==> src/rtl/booth_pp_sequencer.sv <==
// booth_pp_sequencer
// Sequential radix-4 Modified Booth partial-product generator. One operand
// pair is accepted in IDLE. The multiplier is then recoded one overlapping
// triplet per step, and one shifted, sign-extended partial product is emitted
// per pp handshake. The partial products are also summed internally, and the
// resulting product is published for one cycle in DONE.
//
// Ports:
//   clk, rst           clock, asynchronous active-high reset
//   in_valid/in_ready  operand handshake (in_a multiplicand, in_b multiplier)
//   pp_valid/pp_ready  partial-product handshake
//   pp_data            partial product, shifted by 2*pp_index, modulo 2^(2*WIDTH)
//   pp_digit           Booth digit {neg,two,one}
//   pp_index, pp_last  partial-product number and last flag
//   prod, prod_valid   accumulated product and its one-cycle update pulse
module booth_pp_sequencer #(
  parameter int WIDTH = 8
) (
  input  logic                           clk,
  input  logic                           rst,
  input  logic                           in_valid,
  output logic                           in_ready,
  input  logic [WIDTH-1:0]               in_a,
  input  logic [WIDTH-1:0]               in_b,
  output logic                           pp_valid,
  input  logic                           pp_ready,
  output logic [2*WIDTH-1:0]             pp_data,
  output logic [2:0]                     pp_digit,
  output logic [$clog2(WIDTH/2)-1:0]     pp_index,
  output logic                           pp_last,
  output logic [2*WIDTH-1:0]             prod,
  output logic                           prod_valid
);

  localparam int NPP = WIDTH / 2;
  localparam int IW  = $clog2(NPP);
  localparam int PW  = 2 * WIDTH;

  typedef enum logic [1:0] {IDLE, GEN, DONE} state_t;

  state_t           state;
  logic [WIDTH-1:0] a_reg;
  logic [WIDTH:0]   b_reg;    // multiplier with the implicit B[-1]=0 appended at bit 0
  logic [PW-1:0]    acc_reg;

  // The next partial product is computed ahead of time so that the pp outputs
  // can be registered. In IDLE the source is the incoming pair at index 0.
  // In GEN it is the latched pair at the following index.
  logic [WIDTH-1:0] src_a;
  logic [WIDTH:0]   src_b;
  logic [IW-1:0]    nxt_idx;
  logic [2:0]       trip;
  logic [2:0]       nxt_digit;
  logic [PW-1:0]    a_ext;
  logic [PW-1:0]    mag;
  logic [PW-1:0]    nxt_data;
  logic             nxt_last;

  always_comb begin
    src_a   = a_reg;
    src_b   = b_reg;
    nxt_idx = pp_index + 1'b1;
    if (state == IDLE) begin
      src_a   = in_a;
      src_b   = {in_b, 1'b0};
      nxt_idx = '0;
    end

    // Triplet {B[2i+1],B[2i],B[2i-1]} sits at bits [2i+2:2i] of src_b.
    trip = 3'(src_b >> {nxt_idx, 1'b0});

    case (trip)
      3'b001, 3'b010: nxt_digit = 3'b001;  // +1
      3'b011:         nxt_digit = 3'b010;  // +2
      3'b100:         nxt_digit = 3'b110;  // -2
      3'b101, 3'b110: nxt_digit = 3'b101;  // -1
      default:        nxt_digit = 3'b000;  // 0
    endcase

    // The magnitude is computed in the full 2*WIDTH width. This way 2*(-2^(W-1))
    // cannot overflow before negation.
    a_ext = {{WIDTH{src_a[WIDTH-1]}}, src_a};
    if (nxt_digit[1])
      mag = a_ext << 1;
    else if (nxt_digit[0])
      mag = a_ext;
    else
      mag = '0;

    nxt_data = (nxt_digit[2] ? (~mag + 1'b1) : mag) << {nxt_idx, 1'b0};
    nxt_last = (nxt_idx == IW'(NPP - 1));
  end

  always_ff @(posedge clk or posedge rst) begin
    if (rst) begin
      state      <= IDLE;
      in_ready   <= 1'b1;
      pp_valid   <= 1'b0;
      pp_data    <= '0;
      pp_digit   <= 3'b000;
      pp_index   <= '0;
      pp_last    <= 1'b0;
      prod       <= '0;
      prod_valid <= 1'b0;
      acc_reg    <= '0;
      a_reg      <= '0;
      b_reg      <= '0;
    end else begin
      prod_valid <= 1'b0;
      case (state)
        IDLE: begin
          if (in_valid) begin
            a_reg    <= in_a;
            b_reg    <= {in_b, 1'b0};
            acc_reg  <= '0;
            in_ready <= 1'b0;
            pp_valid <= 1'b1;
            pp_data  <= nxt_data;
            pp_digit <= nxt_digit;
            pp_index <= nxt_idx;
            pp_last  <= nxt_last;
            state    <= GEN;
          end
        end
        GEN: begin
          if (pp_ready) begin
            acc_reg <= acc_reg + pp_data;
            if (pp_last) begin
              // The accumulator is bypassed so that prod includes the final partial product.
              pp_valid   <= 1'b0;
              prod       <= acc_reg + pp_data;
              prod_valid <= 1'b1;
              state      <= DONE;
            end else begin
              pp_data  <= nxt_data;
              pp_digit <= nxt_digit;
              pp_index <= nxt_idx;
              pp_last  <= nxt_last;
            end
          end
        end
        DONE: begin
          in_ready <= 1'b1;
          state    <= IDLE;
        end
        default: state <= IDLE;
      endcase
    end
  end

endmodule

==> config.mk <==
export PLATFORM = sky130hd
export DESIGN_NAME = booth_pp_sequencer
export DESIGN_NICKNAME = d
export VERILOG_FILES = /design/src/rtl/booth_pp_sequencer.sv
export SDC_FILE = /design/constraint.sdc
export NUM_CORES = 1
export LEC_CHECK = 0
export CORE_UTILIZATION = 38
export DETAILED_ROUTE_END_ITERATION = 7
export SKIP_LAST_GASP = 1
export SYNTH_ARGS = -nofsm -noshare
export SYNTH_HDL_FRONTEND = slang
export SYNTH_SLANG_ARGS = --single-unit
==> constraint.sdc <==
create_clock -name clk -period 3.5 [get_ports clk]
set_input_delay 1.05 -clock clk [delete_from_list [all_inputs] [get_ports clk]]
set_output_delay 1.05 -clock clk [all_outputs]
set_load 0.03 [all_outputs]
---- Word level (Yosys, flattened, before mapping) ----
Index checks and enable logic that the tools add are counted.
Widths: inputs -> output; s select.
cells by class
  add/subtract/negate cells ............... 3
  multiply operators ...................... 0
  divide/modulo/power cells ............... 0
  order comparisons ....................... 0
  eq/ne operators ......................... 13
  shifts and indexed selects .............. 2
  mux-type cells .......................... 39
  bitwise gates (word level) .............. 1
  reduce and logical (&&, ||, !) cells .... 12
operators by type and width
  operator               count
  $mux 16                8
  $pmux 16 s2            2
  $add 16x1->16 const B  1
  $add 16x16->16         1
  $not 16->16            1
  $shl 16x3->16          1
  $mux 2                 7
  $pmux 3 s4             1
  $mux 1                 10
  $eq 3x3->1 const B     3
  $mux 3                 3
  $mux 9                 1
  $reduce_and 3->1       3
  $shr 9x3->3            1
  $mux 8                 1
  $ne 2x2->1 const B     4
  $pmux 2 s2             2
  $reduce_and 4->1       2
  $eq 3x2->1 const B     2
  $pmux 1 s2             3
  $pmux 3 s2             1
  $eq 2x2->1 const B     2
  $reduce_and 2->1       2
  $reduce_bool 2->1      2
  other kinds (5)        6
storage, ports and cells
  register bits after elaboration ......... 75
  latch bits .............................. 0
  RAM bits ................................ 0
  ROM bits ................................ 0
  logic and storage cells ................. 82
  memories kept ........................... 0

---- Logic depth before layout (Yosys ltp) ----
  word-level depth ........................ 15
  gate-level depth with buffers ........... 16

---- Worst setup path before layout ----
Ideal clock, no wire load.
  path kind ............................... reg2reg
  start ................................... register pp_index[0]
  end ..................................... register pp_data[8]
  setup time .............................. 123 ps
  data arrival time ....................... 3416 ps
  data required time ...................... 3377 ps
  slack ................................... -39 ps
  stages on the path, launching flop included .. 15
  buffers on the path ..................... 3
  period minus slack after synthesis ...... 3539 ps
  path through ............................ dfrtp_1 buf_6 mux2_2 mux2_2 o21ai_4 buf_6 mux2i_1 o22a_1 ha_1 o221ai_2 or3_1 buf_2 o32a_1 nand4_1 a21oi_1
between the ends
  longest elaborated chain between the ends .. 15
  elaborated cells between the ends (all ways) .. 22
  classes of those cells .................. add/sub (2); eq/ne (6); shift (2); mux (9); bitwise (1); reduce/logical (2)
ends and longest elaborated chain
  element                             line  source
  start: declaration                  29    output logic [$clog2(WIDTH/2)-1:0] pp_index,
  start signal: assignment            120   pp_index <= nxt_idx;
  start signal: assignment            137   pp_index <= nxt_idx;
  $add 2x1->2 (*)                     62    nxt_idx = pp_index + 1'b1;
  $mux 2 (*)                          63    if (state == IDLE) begin
  $shr 9x3->3                         70    trip = 3'(src_b >> {nxt_idx, 1'b0});
  $eq 3x3->1 (tied with other cells)  72    case (trip)
  $reduce_or 2->1                     72
  $pmux 3 s4                          72
  $mux 16                             85    else if (nxt_digit[0])
  $mux 16                             83    if (nxt_digit[1])
  $not 16->16                         90    nxt_data = (nxt_digit[2] ? (~mag + 1'b1) : mag) << {nxt_idx, 1'b0};
  $add 16x1->16                       90
  $mux 16                             90
  $shl 16x3->16 (*)                   90
  $mux 16                             128   if (pp_last) begin
  $mux 16                             126   if (pp_ready) begin
  $pmux 16 s2 (*)                     110   case (state)
  end signal: assignment              118   pp_data <= nxt_data;
  end signal: assignment              135   pp_data <= nxt_data;
  end: declaration                    27    output logic [2*WIDTH-1:0] pp_data,
Every way passes the cells marked *; elsewhere a longest branch is shown, timed or not. The select of a mux whose other input is x is not followed.
A chain may end at the register's enable or synchronous reset.

---- Worst setup path in the final report ----
  start ................................... input port in_a[3]
  end ..................................... register pp_data[10]
between the ends
  longest elaborated chain between the ends .. 10
  elaborated cells between the ends (all ways) .. 11
  classes of those cells .................. add/sub (1); shift (1); mux (8); bitwise (1)
ends and longest elaborated chain
  element             line  source
  start: declaration  23    input logic [WIDTH-1:0] in_a,
  $mux 8 (*)          63
  $mux 16             85
  $mux 16 (*)         83
  $not 16->16         90
  $add 16x1->16       90
  $mux 16 (*)         90
  $shl 16x3->16 (*)   90
  $mux 16             128
  $mux 16             126
  $pmux 16 s2 (*)     110
Marked as above.

==> qor.yml <==
min_path:
  worstHoldEndpoint: "prod[1]"
  min_path_cells: 2
  min_from: "prod[1]"
  hold_path.class: "reg2reg"
floorplanning:
  initial_core_util_pct: 39.5
  die-area_sq_um: 13200
  coreArea_sq_um: 12200
  row_count: 40
  die_h_um: 115
  top_level_ports: 61
  dieWidth_um: 115
place:
  routabilityCongestion: 0.872
  dp.cells: 778
  io_buffer_count: 60
  post-dp-hpwl_um: 9810
  place_area_sq_um: 5930
drt:
  vias: 4345
  wl_met3_um: 563
  ant_nets: 0
  avgViaCountPerCell: 5.46
  wirelength_um: 13000
  maxUsedRoutingLayer: "met4"
  met1_length_um: 6010
  wl_met2_um: 6260
  firstDrtPassIters: 4
  drc_errors: 0
  drt_iter0_markers: 217
  wl_per_cell_um: 16.4
yosys:
  yosysTopAreaCellShare_pct: 38.4
  synthAdderAreaFrac_pct: 4.77
  netlist_instances: 526
  synth.distinct_cells: 73
  yosysSeqAreaShare_pct: 38.9
  synth-edff-count: 0
  synth_top_family_by_area: "compound AO/OA/AOI/OAI gates"
  synth_area_sq_um: 4830
  synth-compound-area-share_pct: 25.0
  synth_area_leaders: "dfrtp_1 38%, nand2_1 6.1%, mux2_2 5.8%, o21ai_0 5.0%, ha_1 4.1%"
  async_reset_ff_share_pct: 100
  synth_xor_area_share_pct: 3.27
  avgSynthCellArea_sq_um: 9.18
  synthMuxAreaShare_pct: 9.46
  yosys.area_share.simple_pct: 14.3
  synthFlopType: "dfrtp_1"
  synth-seq-cells: 75
  yosysTopAreaCell: "dfrtp_1"
  yosys_warnings: 0
  syn_nets: 563
setup_path:
  startpoint_type: "input port"
  end_kind: "register"
  cp_slowest_cell: "clkdlybuf4s50_1"
  reg2reg_setup_slack_ps: 150
  worstReg2RegStart: "state[1]"
  critPathTopFamily: "compound AO/OA/AOI/OAI gates"
  ff2ff_path_depth: 10
  crit_chain: "clkdlybuf4s50_1, nor3b_2, a2111oi_1, buf_4, a2111oi_0, a211oi_1, nor2_1, or3_4, o31ai_2, a21oi_1, a211oi_2"
  cp.arrival_ps: 3680
  crit_type: "in2reg"
  crit_fanout: 6
  critPathMaxStageDelay_ps: 450
  worstPathRequired_ps: 3760
  crit_buf_inv: 2
  timing.rr.end: "pp_data[10]"
grt:
  gr-usage-all-layers_pct: 21.0
  overflow: 0
  grt_first_pass_wirelength_um: 21300
  antenna_found_initial: 0
  grt_max_degree: 48
  grt_pass1_vias: 4269
cts:
  cts_hold_buf: 0
  root_buffer: "clkbuf_16"
  cts_buffers: 9
  clkSinkCount: 75
  cts-htree-levels: 3
  cts_tree: "yes"
  clockBufferDepth: 2
  insertion_delay_ps: 340
  cts.clk_slew.worst_paths_ps: 60
final_layout:
  syn2layout_area_growth_pct: 32.5
  nFillCells: 1172
  post-route-util_pct: 52.4
  layout_common_cells: "79 x nand2_1, 73 x dfrtp_1, 58 x clkdlybuf4s50_1"
  regArea_sq_um: 1880
  antenna_cells: 0
  multi_input_area_sq_um: 2860
  final_area_sq_um: 6400
  final_nets: 660
  drive_above_1_share_pct: 21.5
  fin_cells: 796
  final_common_cell: "nand2_1"
outcome:
  status: "finished, final reports clean"
sta:
  period_needed_ps: 3420
  finalCritPeriodShare_pct: 97.8
  grt_setup_unrepaired: "true"
  tightestPinTransition_ps: 841
  skew_ps: 4.11
  setup_viol: 0
  maxSlewHeadroom_pct: 43.9
  fmax_ghz: 0.292
  slew_viol_final: 0
  finalSetupTns_ps: 0
  finalHoldViolCount: 0
flow_run:
  cap_violations: 0
[how the worst max path moves through the flow]
stage | cells past startpoint | to | startpoint | slack, ps
2_1_floorplan | 12 | pp_data[8] | in_b[0] | 40
3_3_place_gp | 11 | pp_data[12] | in_b[0] | -350
3_5_place_dp | 12 | pp_data[12] | in_b[0] | -430
4_1_cts | 11 | pp_data[11] | in_a[3] | 20
5_1_grt | 10 | pp_data[6] | state[1] | -50
6_report | 11 | pp_data[10] | in_a[3] | 80
[what timing repair did]
item	4_1_cts	5_1_grt
setup endpoints to repair	4	12
resized for setup	3	23
pin swaps	1	11
buffers inserted	0	2
[synthesized netlist by cell type (3+ instances only)]
cell       instances
a2111oi_0          3
a211oi_1           9
a21o_1             5
a21oi_1           31
a22o_1             5
a22oi_1            3
a31oi_1            7
and2_1             4
buf_2              6
buf_6              4
clkbuf_1          17
dfrtp_1           74
ha_1              16
inv_1             14
mux2_2            25
mux2i_1           13
nand2_1           79
nand2b_1           4
nand3_1            6
nor2_1            31
nor2b_1            4
nor3_1             6
nor3b_1            4
o2111ai_1          3
o211ai_1           8
o21a_1             6
o21ai_0           48
o21ai_1            3
o22ai_1            4
o311a_1            3
o311ai_0           3
o31a_1             3
o31ai_1            7
or2_2              3
or3_1              4
xnor2_1            8
xor2_1            10
[metrics by stage]
stage,hold slack (ps),setup slack [ps]
6_report,474,75.6
5_1_grt,494,-50.7
4_1_cts,483,21.6
3_5_place_dp,469,-429
3_3_place_gp,461,-346
2_1_floorplan,453,38.1
[final cells by class]
cell class | count | share of cell area [%]
Timing Repair Buffer | 116 | 16.4
Inverter | 14 | 0.821
Sequential cell | 75 | 29.4
Multi-Input combinational cell | 407 | 44.7
Clock inverter | 7 | 1.94
Clock buffer | 9 | 3.52
Tap cell | 168 | 3.29
[worst min-delay path, stage by stage, from the launching register on]
cell	delay (ps)
dfrtp_1	340
nand2_1	40
o21ai_0	60
[layer usage]
layer / up-vias / global-route usage (%)
met1: 2091 / 26.8
li1: 2133 / -
met4: 0 / 7.97
met2: 103 / 34.9
met5: - / 0
met3: 18 / 4.45
[cells by family after synthesis]
group           count (synthesis)
buf+inv                        44
xor+xnor                       18
simple gates                  155
mux                            40
fa+ha+maj                      18
compound gates                176
flops                          75
Power is not shown: default switching activity piles up to over one toggle a cycle in this logic, so the estimate is an artifact.
